<file path="config.mk">
export PLATFORM = sky130hd
export DESIGN_NAME = led_pattern_gen_flat
export DESIGN_NICKNAME = d
export VERILOG_FILES = /design/src/rtl/led_pattern_gen_if.sv /design/src/rtl/led_pattern_gen.sv /design/src/flat_wrapper.sv
export SDC_FILE = /design/constraint.sdc
export NUM_CORES = 1
export LEC_CHECK = 0
export CORE_AREA = 2 2 233 143
export CTS_CLUSTER_SIZE = 12
export DETAILED_ROUTE_END_ITERATION = 6
export DIE_AREA = 0 0 235 145
export PLACE_DENSITY = 0.68
export REMOVE_ABC_BUFFERS = 1
export SYNTH_ARGS = -nofsm -noshare
export SYNTH_HDL_FRONTEND = slang
export SYNTH_SLANG_ARGS = --single-unit
</file>
<file path="constraint.sdc">
create_clock -name CLK -period 3.1 [get_ports CLK]
set_clock_uncertainty 0.15 [all_clocks]
set_input_delay 0.62 -clock CLK [delete_from_list [all_inputs] [get_ports CLK]]
set_output_delay 0.62 -clock CLK [all_outputs]
set_load 0.02 [all_outputs]
</file>
<file path="src/rtl/led_pattern_gen_if.sv">
// Config write port for led_pattern_gen: valid/ready handshake plus channel, mode and parameters.
// Master drives the request fields and the slave returns cfg_ready.
interface led_pattern_gen_if #(
    parameter int CNT_WIDTH = 24,
    parameter int PWM_WIDTH = 8
);
    logic                 cfg_valid;
    logic                 cfg_ready;
    logic [3:0]           cfg_chan;
    logic [1:0]           cfg_mode;
    logic [CNT_WIDTH-1:0] cfg_period;
    logic [PWM_WIDTH-1:0] cfg_duty;

    modport master (
        output cfg_valid, cfg_chan, cfg_mode, cfg_period, cfg_duty,
        input  cfg_ready
    );

    modport slave (
        input  cfg_valid, cfg_chan, cfg_mode, cfg_period, cfg_duty,
        output cfg_ready
    );
endinterface

</file>
<file path="src/rtl/led_pattern_gen.sv">
// Multi-channel LED pattern generator (OFF/ON/BLINK/PWM); LED_BREATHE_EN makes PWM duty ramp.
// Latency: write at edge k drives LED from edge k+1; BLINK P first rises at k+P+2.
// Backpressure: cfg_ready is low only in the first cycle after reset, then accepts every cycle.
module led_pattern_gen #(
    parameter int CHANNELS  = 4,
    parameter int CNT_WIDTH = 24,
    parameter int PWM_WIDTH = 8
) (
    input  logic                  CLK,
    input  logic                  BTN1,
    led_pattern_gen_if.slave      cfg,
    output logic [CHANNELS-1:0]   LED,
    output logic                  pwm_tick
);
    typedef enum logic [1:0] {
        MODE_OFF   = 2'd0,
        MODE_ON    = 2'd1,
        MODE_BLINK = 2'd2,
        MODE_PWM   = 2'd3
    } mode_t;

    typedef struct packed {
        mode_t                mode;
        logic [CNT_WIDTH-1:0] period;
        logic [CNT_WIDTH-1:0] cnt;
        logic [PWM_WIDTH-1:0] duty;
        logic                 state;
    } chan_t;

    localparam logic [PWM_WIDTH-1:0] PWM_ONE  = PWM_WIDTH'(1);
    localparam logic [PWM_WIDTH-1:0] PWM_MAX  = '1;
    localparam logic [PWM_WIDTH-1:0] PWM_WRAP = {{(PWM_WIDTH-1){1'b1}}, 1'b0};
    localparam logic [CNT_WIDTH-1:0] CNT_ONE  = CNT_WIDTH'(1);

    chan_t                ch [CHANNELS];
    logic                 ready_q;
    logic [PWM_WIDTH-1:0] pwm_cnt;
    logic [CHANNELS-1:0]  wrap;
    logic [CHANNELS-1:0]  cnt_en;
    logic                 wr_en;

`ifdef LED_BREATHE_EN
    logic [CHANNELS-1:0]  dir_dn;
`endif

    assign cfg.cfg_ready = ready_q;
    assign wr_en         = cfg.cfg_valid && ready_q;

    always_comb begin
        wrap   = '0;
        cnt_en = '0;
        for (int i = 0; i < CHANNELS; i++) begin
            wrap[i] = (ch[i].cnt == ch[i].period);
`ifdef LED_BREATHE_EN
            cnt_en[i] = (ch[i].mode == MODE_BLINK) || (ch[i].mode == MODE_PWM);
`else
            cnt_en[i] = (ch[i].mode == MODE_BLINK);
`endif
        end
    end

    always_ff @(posedge CLK or negedge BTN1) begin
        if (!BTN1) begin
            ready_q  <= 1'b0;
            pwm_cnt  <= '0;
            pwm_tick <= 1'b0;
            LED      <= '0;
            for (int i = 0; i < CHANNELS; i++) begin
                ch[i] <= '0;
`ifdef LED_BREATHE_EN
                dir_dn[i] <= 1'b0;
`endif
            end
        end else begin
            ready_q <= 1'b1;

            // Frame is 2^PWM_WIDTH-1 cycles so that the all-ones duty is fully on.
            if (pwm_cnt == PWM_WRAP) begin
                pwm_cnt  <= '0;
                pwm_tick <= 1'b1;
            end else begin
                pwm_cnt  <= pwm_cnt + PWM_ONE;
                pwm_tick <= 1'b0;
            end

            for (int i = 0; i < CHANNELS; i++) begin
                case (ch[i].mode)
                    MODE_OFF:   LED[i] <= 1'b0;
                    MODE_ON:    LED[i] <= 1'b1;
                    MODE_BLINK: LED[i] <= ch[i].state;
                    MODE_PWM:   LED[i] <= (pwm_cnt < ch[i].duty);
                    default:    LED[i] <= 1'b0;
                endcase

                if (cnt_en[i]) begin
                    if (wrap[i]) begin
                        ch[i].cnt <= '0;
                        if (ch[i].mode == MODE_BLINK)
                            ch[i].state <= ~ch[i].state;
                    end else begin
                        ch[i].cnt <= ch[i].cnt + CNT_ONE;
                    end
                end

`ifdef LED_BREATHE_EN
                // Duty bounces between 0 and full scale, one step per period wrap.
                if ((ch[i].mode == MODE_PWM) && wrap[i]) begin
                    if (!dir_dn[i]) begin
                        if (ch[i].duty == PWM_MAX) begin
                            dir_dn[i]   <= 1'b1;
                            ch[i].duty  <= PWM_MAX - PWM_ONE;
                        end else begin
                            ch[i].duty  <= ch[i].duty + PWM_ONE;
                        end
                    end else begin
                        if (ch[i].duty == '0) begin
                            dir_dn[i]   <= 1'b0;
                            ch[i].duty  <= PWM_ONE;
                        end else begin
                            ch[i].duty  <= ch[i].duty - PWM_ONE;
                        end
                    end
                end
`endif

                // A write overrides any same-cycle counter update on its channel.
                if (wr_en && (cfg.cfg_chan == 4'(i))) begin
                    ch[i].mode   <= mode_t'(cfg.cfg_mode);
                    ch[i].period <= cfg.cfg_period;
                    ch[i].duty   <= cfg.cfg_duty;
                    ch[i].cnt    <= '0;
                    ch[i].state  <= 1'b0;
`ifdef LED_BREATHE_EN
                    dir_dn[i]    <= 1'b0;
`endif
                end
            end
        end
    end
endmodule

</file>
<file path="src/flat_wrapper.sv">
// flat-port wrapper written by rule: the top's interface ports become plain ports
module led_pattern_gen_flat 
#(
    parameter int CHANNELS  = 4,
    parameter int CNT_WIDTH = 24,
    parameter int PWM_WIDTH = 8
)
  (CLK, BTN1, LED, pwm_tick, cfg_cfg_valid, cfg_cfg_chan, cfg_cfg_mode, cfg_cfg_period, cfg_cfg_duty, cfg_cfg_ready);
  led_pattern_gen_if #(.CNT_WIDTH(CNT_WIDTH), .PWM_WIDTH(PWM_WIDTH)) cfg_i ();
  input  logic CLK;
  input  logic BTN1;
  output logic [CHANNELS-1:0] LED;
  output logic pwm_tick;
  input wire logic [$bits(cfg_i.cfg_valid)-1:0] cfg_cfg_valid;
  input wire logic [$bits(cfg_i.cfg_chan)-1:0] cfg_cfg_chan;
  input wire logic [$bits(cfg_i.cfg_mode)-1:0] cfg_cfg_mode;
  input wire logic [$bits(cfg_i.cfg_period)-1:0] cfg_cfg_period;
  input wire logic [$bits(cfg_i.cfg_duty)-1:0] cfg_cfg_duty;
  output wire logic [$bits(cfg_i.cfg_ready)-1:0] cfg_cfg_ready;
  assign cfg_i.cfg_valid = cfg_cfg_valid;
  assign cfg_i.cfg_chan = cfg_cfg_chan;
  assign cfg_i.cfg_mode = cfg_cfg_mode;
  assign cfg_i.cfg_period = cfg_cfg_period;
  assign cfg_i.cfg_duty = cfg_cfg_duty;
  assign cfg_cfg_ready = cfg_i.cfg_ready;
  led_pattern_gen #(.CHANNELS(CHANNELS), .CNT_WIDTH(CNT_WIDTH), .PWM_WIDTH(PWM_WIDTH)) u_core (.CLK(CLK), .BTN1(BTN1), .cfg(cfg_i), .LED(LED), .pwm_tick(pwm_tick));
endmodule
</file>
**After elaboration in Yosys (flattened, before gate mapping)**

Index checks and enable logic that the tools add are counted.

- Word-level logic and storage cells: 105
- Bits of input ports: 41
- Output and inout port bits: 6
- Flip-flop bits (word level): 250

- Add/subtract/negate cells: 5
- Equality and inequality tests: 20
- Multiplexer cells: 26
- Magnitude comparators: 4
- Bitwise operators: 4
- Reduce and logical (&&, ||, !) cells: 22

Operator list:

| cell | count |
|---|---|
| $mux W24 | 8 |
| $mux W33 | 4 |
| $add A24 B1 Y24 const B | 4 |
| $eq A24 B24 Y1 | 4 |
| $lt A8 B8 Y1 | 4 |
| $eq A2 B2 Y1 const B | 8 |
| $pmux W1 S4 | 4 |
| $reduce_bool A2 Y1 | 8 |
| $mux W1 | 9 |
| $add A8 B1 Y8 const B | 1 |
| $eq A2 B1 Y1 const B | 4 |
| $eq A4 B2 Y1 const B | 2 |
| $eq A8 B8 Y1 const B | 1 |
| $logic_not A2 Y1 | 4 |
| $mux W8 | 1 |
| $reduce_and A2 Y1 | 4 |
| $logic_and A1 B1 Y1 | 5 |
| $eq A4 B1 Y1 const B | 1 |
| $logic_not A4 Y1 | 1 |
| $not A1 Y1 | 4 |

**Depth between registers and ports, before layout**

- Depth in word-level cells: 4
- Mapped depth: 8
- Gate-level depth less buffers: 7

**Worst setup path after synthesis**

No wires, ideal clock.

- Path type: in2reg
- Start point: in cfg_cfg_chan[2]
- End point: reg u_core.ch[149] (netlist name)
- Arrival: 1.966 ns
- Slack: 0.915 ns
- Path buffers: 2
- Stages on the path: 8
- Path through: nand4bb_1 -> buf_2 -> or3_1 -> buf_4 -> nand2_1 -> a21oi_2 -> or4b_1 -> nand3_1

- Word-level cells in the longest chain between the ends: 3

Ends and longest elaborated chain:

| what | line | source |
|---|---|---|
| start: declaration | flat_wrapper.sv:15 | `input wire logic [$bits(cfg_i.cfg_chan)-1:0] cfg_cfg_chan;` |
| $eq A4 B1 Y1 * | led_pattern_gen.sv:127 | `if (wr_en && (cfg.cfg_chan == 4'(i))) begin` |
| $logic_and A1 B1 Y1 * | led_pattern_gen.sv:127 |  |
| $mux W33 / $reduce_bool A2 Y1 (equally long branches) | n/a |  |
| end: declaration | led_pattern_gen.sv:35 | `chan_t ch [CHANNELS];` |

Every way passes the cells marked *; elsewhere a longest branch is shown, timed or not.
A chain may end at the register's enable or synchronous reset.

**Worst setup path in the final report**

- Start point: reg u_core.ch[15] (netlist name)
- End point: reg u_core.ch[14] (netlist name)

- Word-level cells in the longest chain between the ends: 4

Ends and longest elaborated chain:

| what | line | source |
|---|---|---|
| $eq A24 B24 Y1 | led_pattern_gen.sv:53 | `wrap[i] = (ch[i].cnt == ch[i].period);` |
| $mux W24 | led_pattern_gen.sv:96 | `if (wrap[i]) begin` |
| $mux W24 | led_pattern_gen.sv:95 | `if (cnt_en[i]) begin` |
| $mux W33 | led_pattern_gen.sv:127 |  |

Every way passes these cells. The select of a mux whose other input is x is not followed.

==> results.cfg <==
[die]
die_h_um = 145
die_area_um2 = 34100
row_count = 51
coreArea_um2 = 32000
initial_core_util_pct = 39.5
ios = 47
die_w_um = 235

[yosys]
synth_top_flop_cell = dfrtp_1
synth_edf_count = 0
ys_async_sr_fraction_pct = 100
synth_top_area_share_pct = 49.5
syn_area_um2 = 12600
synthMuxAreaShare_pct = 3.28
synth_area_per_cell_um2 = 9.50
synthAdderAreaFrac_pct = 3.37
synth-compound-area-share_pct = 7.28
synth_largest_area_cell = dfrtp_1
ys_top_cells_by_count = 331 x nand2_1, 250 x dfrtp_1, 114 x xnor2_1, 85 x nor2_1, 56 x nand3_1
synth_area_leaders = dfrtp_1 50%, nand2_1 9.8%, xnor2_1 7.9%, ha_1 3.4%, xor2_1 3.3%
ys_ff_latch = 250
synth_cell_types = 60
synth-seq-area-share_pct = 49.5
synth_cells = 1330
yosys.area_share.simple_pct = 22.5
yosysWarnings = 0
yosysMostFrequentCell = nand2_1
synth_xor_area_share_pct = 11.2
synth_top_family_by_area = simple AND/OR/NAND/NOR gates

[worst_setup_path]
reg2reg_slack_ps = 510
required_ps = 3370
path_buf_inv = 1
crit_family = simple AND/OR/NAND/NOR gates
cp.arrival_ps = 2860
cp_slowest_cell = nor4_1
end_kind = register
path_cells = xnor2_1 -> nand4_1 -> nor4_1 -> nand3_1 -> nand2_1 -> buf_4 -> nor2_1
crit_fanout = 11
worstSetupPathType = register to register
cp-start-kind = register
max_stage_delay_ps = 450

[outcome]
outcome = complete, no violations

[sta]
relSlewSlack_pct = 48.6
hold_viol_final = 0
period_share_pct = 83.4
fin_hold_ws_ps = 334
setup_viol = 0
grt_setup_unrepaired = false
finalCriticalPeriod_ps = 2590
fmax_ghz = 0.387
tightest_slew_ps = 770
fin_ws_ps = 513
report.final.slew_viol_count = 0
fin_setup_tns_ps = 0

[route]
dr.pass1.iters = 5
antenna_left = 0
post-route-drc-count = 0
wl_per_cell_um = 18.5
drtIter0Drc = 809
vias = 9758
routed_wl_um = 33800
via_per_inst = 5.35

[min_path]
hp-class = register to register

[clock_network]
cts_root_buf = clkbuf_16
cts_tree = yes
cts.repair.resized = 0
cts_setup_buffers = 0
ctsLongestPathBuffers = 3
numClockSinks = 250
clkSlewWorstSetupHoldPaths_ps = 60
cts-buffers-inserted = 26
htreeDepth = 1
clock_latency_ps = 550

[final_layout]
antenna_cells = 0
nets = 1463
drive_gt1_share_pct = 8.43
syn2layout_area_growth_pct = 15.3
utilization_pct = 45.6

[global_route]
grt_usage_pct = 20.0
grt_overflow = 0
grt_max_degree = 64
grt_pass1_vias = 9243
grt_pass1_wl_um = 53900
grt_antenna_before_repair = 1

[place]
dpl.hpwl_um = 24700
portBuffers = 46
dp_slack_ps = 240
gp_congestion = 0.895

[power_and_ir_drop]
max-vdd-ir-drop_mv = 0.402
p_total_mw = 8.97
p_per_area_nw_per_um2 = 616
p_leak_nw = 6.71

[run]
drv_cap = 0
==> worst paths after layout <==
check	start	endpoint	cells after the start
max in group asynchronous	BTN1	u_core.ch[178]	3
min	u_core.ch[178]	u_core.ch[178]	2
min in group asynchronous	BTN1	u_core.ch[138]	2
min reg2reg	u_core.ch[178]	u_core.ch[178]	2
max	u_core.ch[15]	u_core.ch[14]	7
max reg2reg	u_core.ch[15]	u_core.ch[14]	7
==> per-stage QoR <==
step                cell area, um^2  instances
finish                        14600       1823
CTS                           14600       1823
floorplan                     12400       1281
global placement              13700       1783
global route                  14600       1823
detailed placement            13700       1783
==> state kept, by name, indices dropped and copies added (netlist names) <==
| register | count |
|---|---|
| u_core.cfg.cfg_ready | 1 |
| u_core.ch | 236 |
| u_core.pwm_tick | 1 |
| u_core.LED | 4 |
| u_core.pwm_cnt | 8 |
==> power breakdown <==
group | internal (mW) | switching [mW] | total [mW]
logic | 0.757 | 0.888 | 1.64
clock network | 1.88 | 1.27 | 3.15
registers | 3.74 | 0.438 | 4.18
==> worst reg2reg max path, cell delays in order, from the launching register on <==
cell and delay (ps):
dfrtp_1 420, xnor2_1 350, nand4_1 200, nor4_1 450, nand3_1 280, nand2_1 320, buf_4 260, nor2_1 70
==> cell families after synthesis <==
group                    after synthesis
multiplexers                          37
AO/OA/AOI/OAI                        142
other                                  1
buffers and inverters                 87
adder cells (fa/ha/maj)               34
AND/OR/NAND/NOR                      617
flip-flops                           250
XOR/XNOR                             162
==> cell type report <==
type / count / area [um^2]
Sequential cell: 250 / 6260
Fill cell: 2991 / 17400
Timing Repair Buffer: 79 / 766
Inverter: 38 / 143
Clock buffer: 35 / 736
Tap cell: 424 / 531
Clock inverter: 4 / 95.1
Multi-Input combinational cell: 993 / 6040
==> per-layer routing <==
metal  GRT usage, %  routed length, um  up-vias
met5              0                  0        -
met4           3.80                621        0
met3           4.51               2600       40
met2           27.0              13600      302
met1           32.2              16900     4818
li1               -                  -     4598
==> what timing repair did <==
item,4_1_cts,5_1_grt
hold buffers,1,0
setup endpoints to repair,0,0
hold endpoints to repair,58,0
==> placed cells by master, fill, tap and decap left out, types with 3 or more instances in the layout <==
master           Yosys  layout
nor2b_1              6       6
nor2_1              85      85
nor3_1               7       7
mux2_2              35      35
o21ai_0             41      41
clkbuf_16            0      27
bufinv_16            0       3
a2bb2oi_1            5       5
xnor2_1            114     114
and2_1               5       5
a22o_1               7       7
a21oi_1             26      26
inv_1               37      37
nor4_1               7       7
a211oi_1            14      14
nand4_1             49      49
dfrtp_1            250     250
o31ai_1              7       7
clkbuf_8             0       3
o311ai_0             4       4
buf_4                3      28
nand2b_1             9       9
and4_1               6       6
or3_1                5       5
buf_12               0       4
nand2_1            331     331
and3_1              32      31
ha_1                34      34
clkdlybuf4s50_1      0      45
a31oi_1              6       6
nand3_1             56      55
xor2_1              48      48
o22ai_1              3       3
clkbuf_1            30       5
a21o_1              18      18
(Power assumes the default switching activity.)
